File: src/rtl/decode_hazard_unit_if.sv
// ---------------------------------------------------------------------------
// decode_hazard_unit_if
//   Bundles the ID-stage inputs, the global freeze/redirect controls and the
//   stall/squash outputs of decode_hazard_unit.
//   master : pipeline side (drives the ID instruction fields, mem_stall and
//            ex_redirect; observes the controls)
//   slave  : decode_hazard_unit
//   Param CNT_W : width of stall_count
// ---------------------------------------------------------------------------
interface decode_hazard_unit_if #(
  parameter int CNT_W = 8
);
  logic             id_valid;
  logic [4:0]       id_opcode;
  logic [2:0]       id_rs;
  logic             id_rs_valid;
  logic [2:0]       id_rt;
  logic             id_rt_valid;
  logic [2:0]       id_write_sel;
  logic             id_reg_write;
  logic             id_mem_read;
  logic             mem_stall;
  logic             ex_redirect;
  logic             stall_decode;
  logic             flush_decode;
  logic             pc_hold;
  logic             trap_busy;
  logic [CNT_W-1:0] stall_count;

  modport master (
    output id_valid, id_opcode, id_rs, id_rs_valid, id_rt, id_rt_valid,
           id_write_sel, id_reg_write, id_mem_read, mem_stall, ex_redirect,
    input  stall_decode, flush_decode, pc_hold, trap_busy, stall_count
  );

  modport slave (
    input  id_valid, id_opcode, id_rs, id_rs_valid, id_rt, id_rt_valid,
           id_write_sel, id_reg_write, id_mem_read, mem_stall, ex_redirect,
    output stall_decode, flush_decode, pc_hold, trap_busy, stall_count
  );
endinterface

File: src/rtl/decode_hazard_unit.sv
// ---------------------------------------------------------------------------
// decode_hazard_unit
//   Decode-side stall/squash control. A 3-deep scoreboard shadows the
//   destination registers of the instructions in EX/MEM/WB so RAW hazards can
//   be detected from ID-stage information alone. A small trap FSM squashes
//   IF/ID for SIIC/RTI and waits for the pipe to drain before issue resumes.
//   Ports:
//     clk  : clock
//     rst  : asynchronous active-low reset
//     bus  : decode_hazard_unit_if.slave (ID fields, mem_stall, ex_redirect,
//            stall_decode, flush_decode, pc_hold, trap_busy, stall_count)
//   Params:
//     FORWARDING : 1 = only load-use stalls; 0 = stall on any EX/MEM match
//     CNT_W      : width of the saturating stall counter
// ---------------------------------------------------------------------------
module decode_hazard_unit #(
  parameter int FORWARDING = 1,
  parameter int CNT_W      = 8
) (
  input logic                 clk,
  input logic                 rst,
  decode_hazard_unit_if.slave bus
);

  typedef struct packed {
    logic       valid;
    logic [2:0] rg;
    logic       load;
  } sb_t;

  typedef enum logic [1:0] {S_IDLE, S_SQUASH, S_DRAIN} state_t;

  sb_t        r_sb_ex, r_sb_mem, r_sb_wb;
  state_t     r_state;
  logic [CNT_W-1:0] r_cnt;

  logic w_match_ex, w_match_mem, w_hazard;
  logic w_stall, w_flush, w_issue, w_trap_op, w_sb_empty;

  function automatic logic f_match(input sb_t e, input logic [2:0] rs,
                                   input logic rsv, input logic [2:0] rt,
                                   input logic rtv);
    return e.valid & ((rsv & (rs == e.rg)) | (rtv & (rt == e.rg)));
  endfunction

  assign w_match_ex  = f_match(r_sb_ex,  bus.id_rs, bus.id_rs_valid,
                               bus.id_rt, bus.id_rt_valid);
  assign w_match_mem = f_match(r_sb_mem, bus.id_rs, bus.id_rs_valid,
                               bus.id_rt, bus.id_rt_valid);

  // WB is never checked: the regfile writes before it is read.
  if (FORWARDING != 0) begin : g_fwd
    assign w_hazard = w_match_ex & r_sb_ex.load;
  end else begin : g_nofwd
    assign w_hazard = w_match_ex | w_match_mem;
  end

  assign w_stall    = bus.id_valid & w_hazard & ~bus.ex_redirect & (r_state == S_IDLE);
  assign w_flush    = bus.ex_redirect | (r_state == S_SQUASH);
  // Nothing issues while the trap sequence drains the pipe.
  assign w_issue    = bus.id_valid & ~w_stall & ~w_flush & ~bus.mem_stall &
                      (r_state != S_DRAIN);
  assign w_trap_op  = (bus.id_opcode == 5'b00010) | (bus.id_opcode == 5'b00011);
  assign w_sb_empty = ~r_sb_ex.valid & ~r_sb_mem.valid & ~r_sb_wb.valid;

  always_ff @(posedge clk or negedge rst) begin
    if (!rst) begin
      r_sb_ex  <= '0;
      r_sb_mem <= '0;
      r_sb_wb  <= '0;
      r_state  <= S_IDLE;
      r_cnt    <= '0;
    end else if (!bus.mem_stall) begin
      r_sb_wb  <= r_sb_mem;
      r_sb_mem <= r_sb_ex;
      r_sb_ex  <= '{valid: w_issue & bus.id_reg_write,
                    rg:    bus.id_write_sel,
                    load:  bus.id_mem_read};
      if (w_stall && (r_cnt != '1)) r_cnt <= r_cnt + 1'b1;
      case (r_state)
        S_IDLE:   if (w_issue && w_trap_op) r_state <= S_SQUASH;
        S_SQUASH: r_state <= S_DRAIN;
        S_DRAIN:  if (w_sb_empty) r_state <= S_IDLE;
        default:  r_state <= S_IDLE;
      endcase
    end
  end

  assign bus.stall_decode = w_stall;
  assign bus.flush_decode = w_flush;
  assign bus.pc_hold      = w_stall | bus.mem_stall;
  assign bus.trap_busy    = (r_state != S_IDLE);
  assign bus.stall_count  = r_cnt;

endmodule
File: src/flat_wrapper.sv
// flat-port wrapper written by rule: the top's interface ports become plain ports
module decode_hazard_unit_flat 
#(
  parameter int FORWARDING = 1,
  parameter int CNT_W      = 8
)
  (clk, rst, bus_id_valid, bus_id_opcode, bus_id_rs, bus_id_rs_valid, bus_id_rt, bus_id_rt_valid, bus_id_write_sel, bus_id_reg_write, bus_id_mem_read, bus_mem_stall, bus_ex_redirect, bus_stall_decode, bus_flush_decode, bus_pc_hold, bus_trap_busy, bus_stall_count);
  decode_hazard_unit_if #(.CNT_W(CNT_W)) bus_i ();
  input logic clk;
  input logic rst;
  input wire logic [$bits(bus_i.id_valid)-1:0] bus_id_valid;
  input wire logic [$bits(bus_i.id_opcode)-1:0] bus_id_opcode;
  input wire logic [$bits(bus_i.id_rs)-1:0] bus_id_rs;
  input wire logic [$bits(bus_i.id_rs_valid)-1:0] bus_id_rs_valid;
  input wire logic [$bits(bus_i.id_rt)-1:0] bus_id_rt;
  input wire logic [$bits(bus_i.id_rt_valid)-1:0] bus_id_rt_valid;
  input wire logic [$bits(bus_i.id_write_sel)-1:0] bus_id_write_sel;
  input wire logic [$bits(bus_i.id_reg_write)-1:0] bus_id_reg_write;
  input wire logic [$bits(bus_i.id_mem_read)-1:0] bus_id_mem_read;
  input wire logic [$bits(bus_i.mem_stall)-1:0] bus_mem_stall;
  input wire logic [$bits(bus_i.ex_redirect)-1:0] bus_ex_redirect;
  output wire logic [$bits(bus_i.stall_decode)-1:0] bus_stall_decode;
  output wire logic [$bits(bus_i.flush_decode)-1:0] bus_flush_decode;
  output wire logic [$bits(bus_i.pc_hold)-1:0] bus_pc_hold;
  output wire logic [$bits(bus_i.trap_busy)-1:0] bus_trap_busy;
  output wire logic [$bits(bus_i.stall_count)-1:0] bus_stall_count;
  assign bus_i.id_valid = bus_id_valid;
  assign bus_i.id_opcode = bus_id_opcode;
  assign bus_i.id_rs = bus_id_rs;
  assign bus_i.id_rs_valid = bus_id_rs_valid;
  assign bus_i.id_rt = bus_id_rt;
  assign bus_i.id_rt_valid = bus_id_rt_valid;
  assign bus_i.id_write_sel = bus_id_write_sel;
  assign bus_i.id_reg_write = bus_id_reg_write;
  assign bus_i.id_mem_read = bus_id_mem_read;
  assign bus_i.mem_stall = bus_mem_stall;
  assign bus_i.ex_redirect = bus_ex_redirect;
  assign bus_stall_decode = bus_i.stall_decode;
  assign bus_flush_decode = bus_i.flush_decode;
  assign bus_pc_hold = bus_i.pc_hold;
  assign bus_trap_busy = bus_i.trap_busy;
  assign bus_stall_count = bus_i.stall_count;
  decode_hazard_unit #(.FORWARDING(FORWARDING), .CNT_W(CNT_W)) u_core (.clk(clk), .rst(rst), .bus(bus_i));
endmodule
File: config.mk
export PLATFORM = sky130hd
export DESIGN_NAME = decode_hazard_unit_flat
export DESIGN_NICKNAME = d
export VERILOG_FILES = /design/src/rtl/decode_hazard_unit_if.sv /design/src/rtl/decode_hazard_unit.sv /design/src/flat_wrapper.sv
export SDC_FILE = /design/constraint.sdc
export NUM_CORES = 1
export LEC_CHECK = 0
export CAP_MARGIN = 20
export CELL_PAD_IN_SITES_DETAIL_PLACEMENT = 0
export CELL_PAD_IN_SITES_GLOBAL_PLACEMENT = 1
export CORE_MARGIN = 2
export CORE_UTILIZATION = 34
export DETAILED_ROUTE_END_ITERATION = 16
export GPL_TIMING_DRIVEN = 0
export PLACE_DENSITY = 0.89
export SYNTH_ARGS = -nofsm -noshare
export SYNTH_HDL_FRONTEND = slang
export SYNTH_SLANG_ARGS = --single-unit
File: constraint.sdc
create_clock -name clk -period 4.9 [get_ports clk]
set_clock_uncertainty 0.1 [all_clocks]
set_input_delay 0.98 -clock clk [delete_from_list [all_inputs] [get_ports clk]]
set_output_delay 0.98 -clock clk [all_outputs]
set_load 0.1 [all_outputs]
# Yosys cells after proc, flatten, opt, wreduce, memory -nomap -nowiden
# Index checks and enable logic that the tools add are counted.
# word_totals
ff_bits,17
inputBits,23
output_inout_bits,12
elab_cells,52
# op_classes
n_addsub,1
eq_ne,10
mux,3
bitwise,25
n_reduce_logical,6
# ops
cell,count
1-bit bitwise AND,14
"5-bit by 2-bit == test with 1-bit output, second input constant",2
"8-bit by 1-bit adder with 8-bit output, second input constant",1
"8-bit inequality test, second input constant",1
1-bit NOT,7
3-bit == test,2
2-bit case mux with 3 select lines,1
2-bit 2-to-1 mux,2
"2-bit inequality test, second input constant",2
1-bit OR,4
3-bit AND reduction,1
"2-bit by 1-bit == test with 1-bit output, second input constant",1
"2-bit == test, second input constant",1
1-bit logical AND,2
2-bit logical NOT,1
"2-bit by 1-bit inequality test with 1-bit output, second input constant",1
2-bit AND reduction,1
2-bit nonzero test,1

# Depth between registers and ports, before layout
# depth
word_depth,16
mapped_depth,5
mapped_depth_nobuf,5

# Worst setup path after synthesis
# Ideal clock, no wire load.
# synth_path
kind,input -> output
startpoint,in bus_ex_redirect
endpoint,out bus_pc_hold
t_arrival_ns,3.598
t_required_ns,3.820
path_slack_ns,0.222
path_stages,4
path_cell_list,nor4b_4 > nand3_2 > a21oi_1 > or2_2
# synth_via
elab_chain_len,4
# synth_lines
element,line_no,source
"start, declared",flat_wrapper.sv:21,input wire logic [$bits(bus_i.ex_redirect)-1:0] bus_ex_redirect;
1-bit NOT,decode_hazard_unit.sv:58,assign w_stall = bus.id_valid & w_hazard & ~bus.ex_redirect & (r_state == S_IDLE);
1-bit bitwise AND (2 in a row),decode_hazard_unit.sv:58,
via bus_stall_decode,flat_wrapper.sv:22,output wire logic [$bits(bus_i.stall_decode)-1:0] bus_stall_decode;
1-bit OR,decode_hazard_unit.sv:91,assign bus.pc_hold = w_stall | bus.mem_stall;
"end, declared",flat_wrapper.sv:24,output wire logic [$bits(bus_i.pc_hold)-1:0] bus_pc_hold;
# The timed path passes the listed nets, and every way through them passes these cells.

# Worst setup path in the final report
# layout_path
startpoint,in bus_ex_redirect
endpoint,out bus_pc_hold
# layout_via
elab_chain_len,4
# layout_lines
element,line_no
1-bit NOT,decode_hazard_unit.sv:58
1-bit bitwise AND (2 in a row),decode_hazard_unit.sv:58
1-bit OR,decode_hazard_unit.sv:91
# No other way between the ends.

==> results.toml <==
[outcome]
status = "finished clean"

[hold_path]
worstHoldStart = "u_core.bus.stall_count[6]$_DFFE_PN0P_"
hold-path-cell-count = 1
hp-class = "reg2reg"
hold-path-endpoint = "u_core.bus.stall_count[6]$_DFFE_PN0P_"

[synthesis]
synth_enable_flop_cells = 0
synth_adder_area_share_pct = 1.45
synth.avg_cell_area_um2 = 12.0
ys_warn_count = 0
synth_simple_gate_area_share_pct = 19.7
yosysMostFrequentCell = "dfrtp_1"
synth_top_flop_cell = "dfrtp_1"
synthMuxAreaShare_pct = 9.12
yosysSeqAreaShare_pct = 49.2
synth.cell_area_um2 = 865
post_synth_most_frequent_cells = "dfrtp_1 (17), xnor2_1 (12), mux2_2 (7), nand2_1 (7), nand4_1 (5)"
synth_compound_gate_area_share_pct = 6.95
synth.net_count = 96
post_synthesis_cell_count = 72
synth.top_cell.area_share_pct = 49.2
synthDominantAreaCellType = "dfrtp_1"
synth_top_family_by_area = "simple AND/OR/NAND/NOR gates"
postSynth.asyncResetShare_pct = 100
synth_xor_xnor_area_share_pct = 13.2
postSynthRegisterBits = 17
synthDistinctLibCells = 25
synth_top_cells_by_area = "dfrtp_1 (49%), xnor2_1 (12%), mux2_2 (9.1%), nand4_1 (3.6%), nand2_1 (3.0%)"

[route]
viasPerCell = 4.88
drtPass1Iterations = 3
drc = 0
post_drt_wl_per_cell_um = 12.1
antenna_violating_nets_post_route = 0
wl_um = 1680
via_count = 679
number_of_drc_markers_in_iteration_0 = 7

[timing]
worst_slew_pin_slew_ns = 0.974
final-setup-viol-count = 0
final.setup.tns_ns = 0
final_max_slew_viol_count = 0
period_share_pct = 93.7
finalWorstPathRequiredPeriod_ns = 4.59
max_freq_mhz = 218
report.final.hold_viol_count = 0
relSlewSlack_pct = 34.8
rsz0062_at_grt = "false"
timing.hold.ws_ns = 0.397

[layout]
antenna_cells = 0
instances_no_fill = 139
drive_gt1_share_pct = 13.8
fillerInstances = 227
multi_input_area_um2 = 435
finalNetCount = 134
area.sequential_um2 = 425
area_growth_syn_to_layout_pct = 45.6

[die]
die-height_um = 54.4
design.die.area_mm2 = 0.00296
design.core.area_mm2 = 0.00243
ios = 35
die_w_um = 54.4
floorplan.initialDensity_pct = 35.5
std_cell_rows = 18

[worst_setup_path]
timing.critical_path.arrival_ns = 3.51
reg2regPathDepth = 4
critical_path_peak_fanout = 4
reg2reg_setup_slack_ns = 2.96
reg2reg_start = "u_core.r_state[0]$_DFFE_PN0P_"
setup.worst_path.class = "in2out"
cp.required_ns = 3.82
regToRegEndpoint = "u_core.bus.stall_count[1]$_DFFE_PN0P_"
start_kind = "primary input"
timing.critical_path.to_type = "primary output"

[flow_run]
cap_violations = 0

[clock_network]
numCtsBuffers = 3
tritoncts = "done"
hold_fix_buffer_count_after_cts = 0
cts.clk_slew.worst_paths_ns = 0.10
clk_root_buffer_cell = "clkbuf_4"
post_cts.repair.setup_buffers = 0
clock_tree.buffer_depth = 2
ctsResizeCount = 0
htreeDepth = 1
clock_insertion_delay_worst_skew_ns = 0.29
sinks_on_the_clock_net = 17

[placement]
port_buffers = 33
dpl.hpwl_um = 1330
routabilityCongestion = 0.677
placed_cells = 135

[pwr]
power.static_leakage_nw = 0.511
vdd.ir_drop.worst_mv = 0.158
pwr_density_cell_mw_per_mm2 = 228
finalPower_mw = 0.286

[global_route]
grt_pass1_wl_um = 2770
vias_in_the_first_global_route = 626
groute.usage.overall_pct = 13.6
grt_max_degree = 18
grt-ovfl-total = 0
grt_antenna_before_repair = 0
## where the power goes
part	internal, mW	switching (mW)	total [mW]
clock network	0.0317	0.0431	0.0747
logic	0.0310	0.0287	0.0597
registers	0.146	0.00572	0.152
total	0.209	0.0775	0.286
## through the flow
step	utilization (%)	setup WS [ns]	cell area (um2)
3_3_place_gp	50.7	0.323	1230
2_1_floorplan	-	0.222	865
3_5_place_dp	50.7	0.306	1230
6_report	51.7	0.308	1260
5_1_grt	51.7	0.196	1260
4_1_cts	51.7	0.295	1260
## logic make-up after synthesis
kind of cell               after synthesis
buffers and inverters                    1
muxes                                    7
adders and majority gates                1
DFF                                     17
AOI/OAI and AO/OA                        7
xor gates and xnor gates                13
and+or+nand+nor                         26
## state kept, by name (all words and copies together), names as in the netlist
signal and count:
u_core.r_sb_wb 1, u_core.r_sb_ex 5, u_core.r_state 2, u_core.r_sb_mem 1, u_core.bus.stall_count 8
## placed cells by master (no fill, tap or decap), types with 3 or more instances in the layout
cell             instances
mux2_2                   7
xnor2_1                 12
clkdlybuf4s50_1         33
nand2_1                  7
clkbuf_4                 3
dfrtp_1                 17
nand4_1                  5
## worst max path at each step
stage                          startpoint     endpoint  slack (ns)
after floorplan           bus_ex_redirect  bus_pc_hold        0.22
after global placement    bus_ex_redirect  bus_pc_hold        0.32
after detailed placement  bus_ex_redirect  bus_pc_hold        0.31
after CTS                 bus_ex_redirect  bus_pc_hold        0.29
after global routing      bus_ex_redirect  bus_pc_hold        0.20
final                     bus_ex_redirect  bus_pc_hold        0.31
## per-layer routing
| metal | vias to the layer above | track usage (%) | share of wire (%) |
|---|---|---|---|
| met5 | - | 0 | 0 |
| met2 | 21 | 19.7 | 48 |
| met1 | 321 | 18.6 | 45 |
| li1 | 333 | - | - |
| met3 | 4 | 1.64 | 4.5 |
| met4 | 0 | 10.0 | 2.1 |
## critical path: stages
cell             delay (ns)
clkdlybuf4s50_1        0.48
nor4b_4                0.28
nand3_2                0.15
a21oi_1                0.33
or2_2                  0.17
clkdlybuf4s50_1        1.12
## cell type report
cell class	instances	share of cell area, %
buffer	1	0.298
clock buffer	4	2.09
multi-input combinational	54	34.6
sequential	17	33.8
tap	30	2.98
timing repair buffer	33	26.2
(Power assumes the default switching activity.)
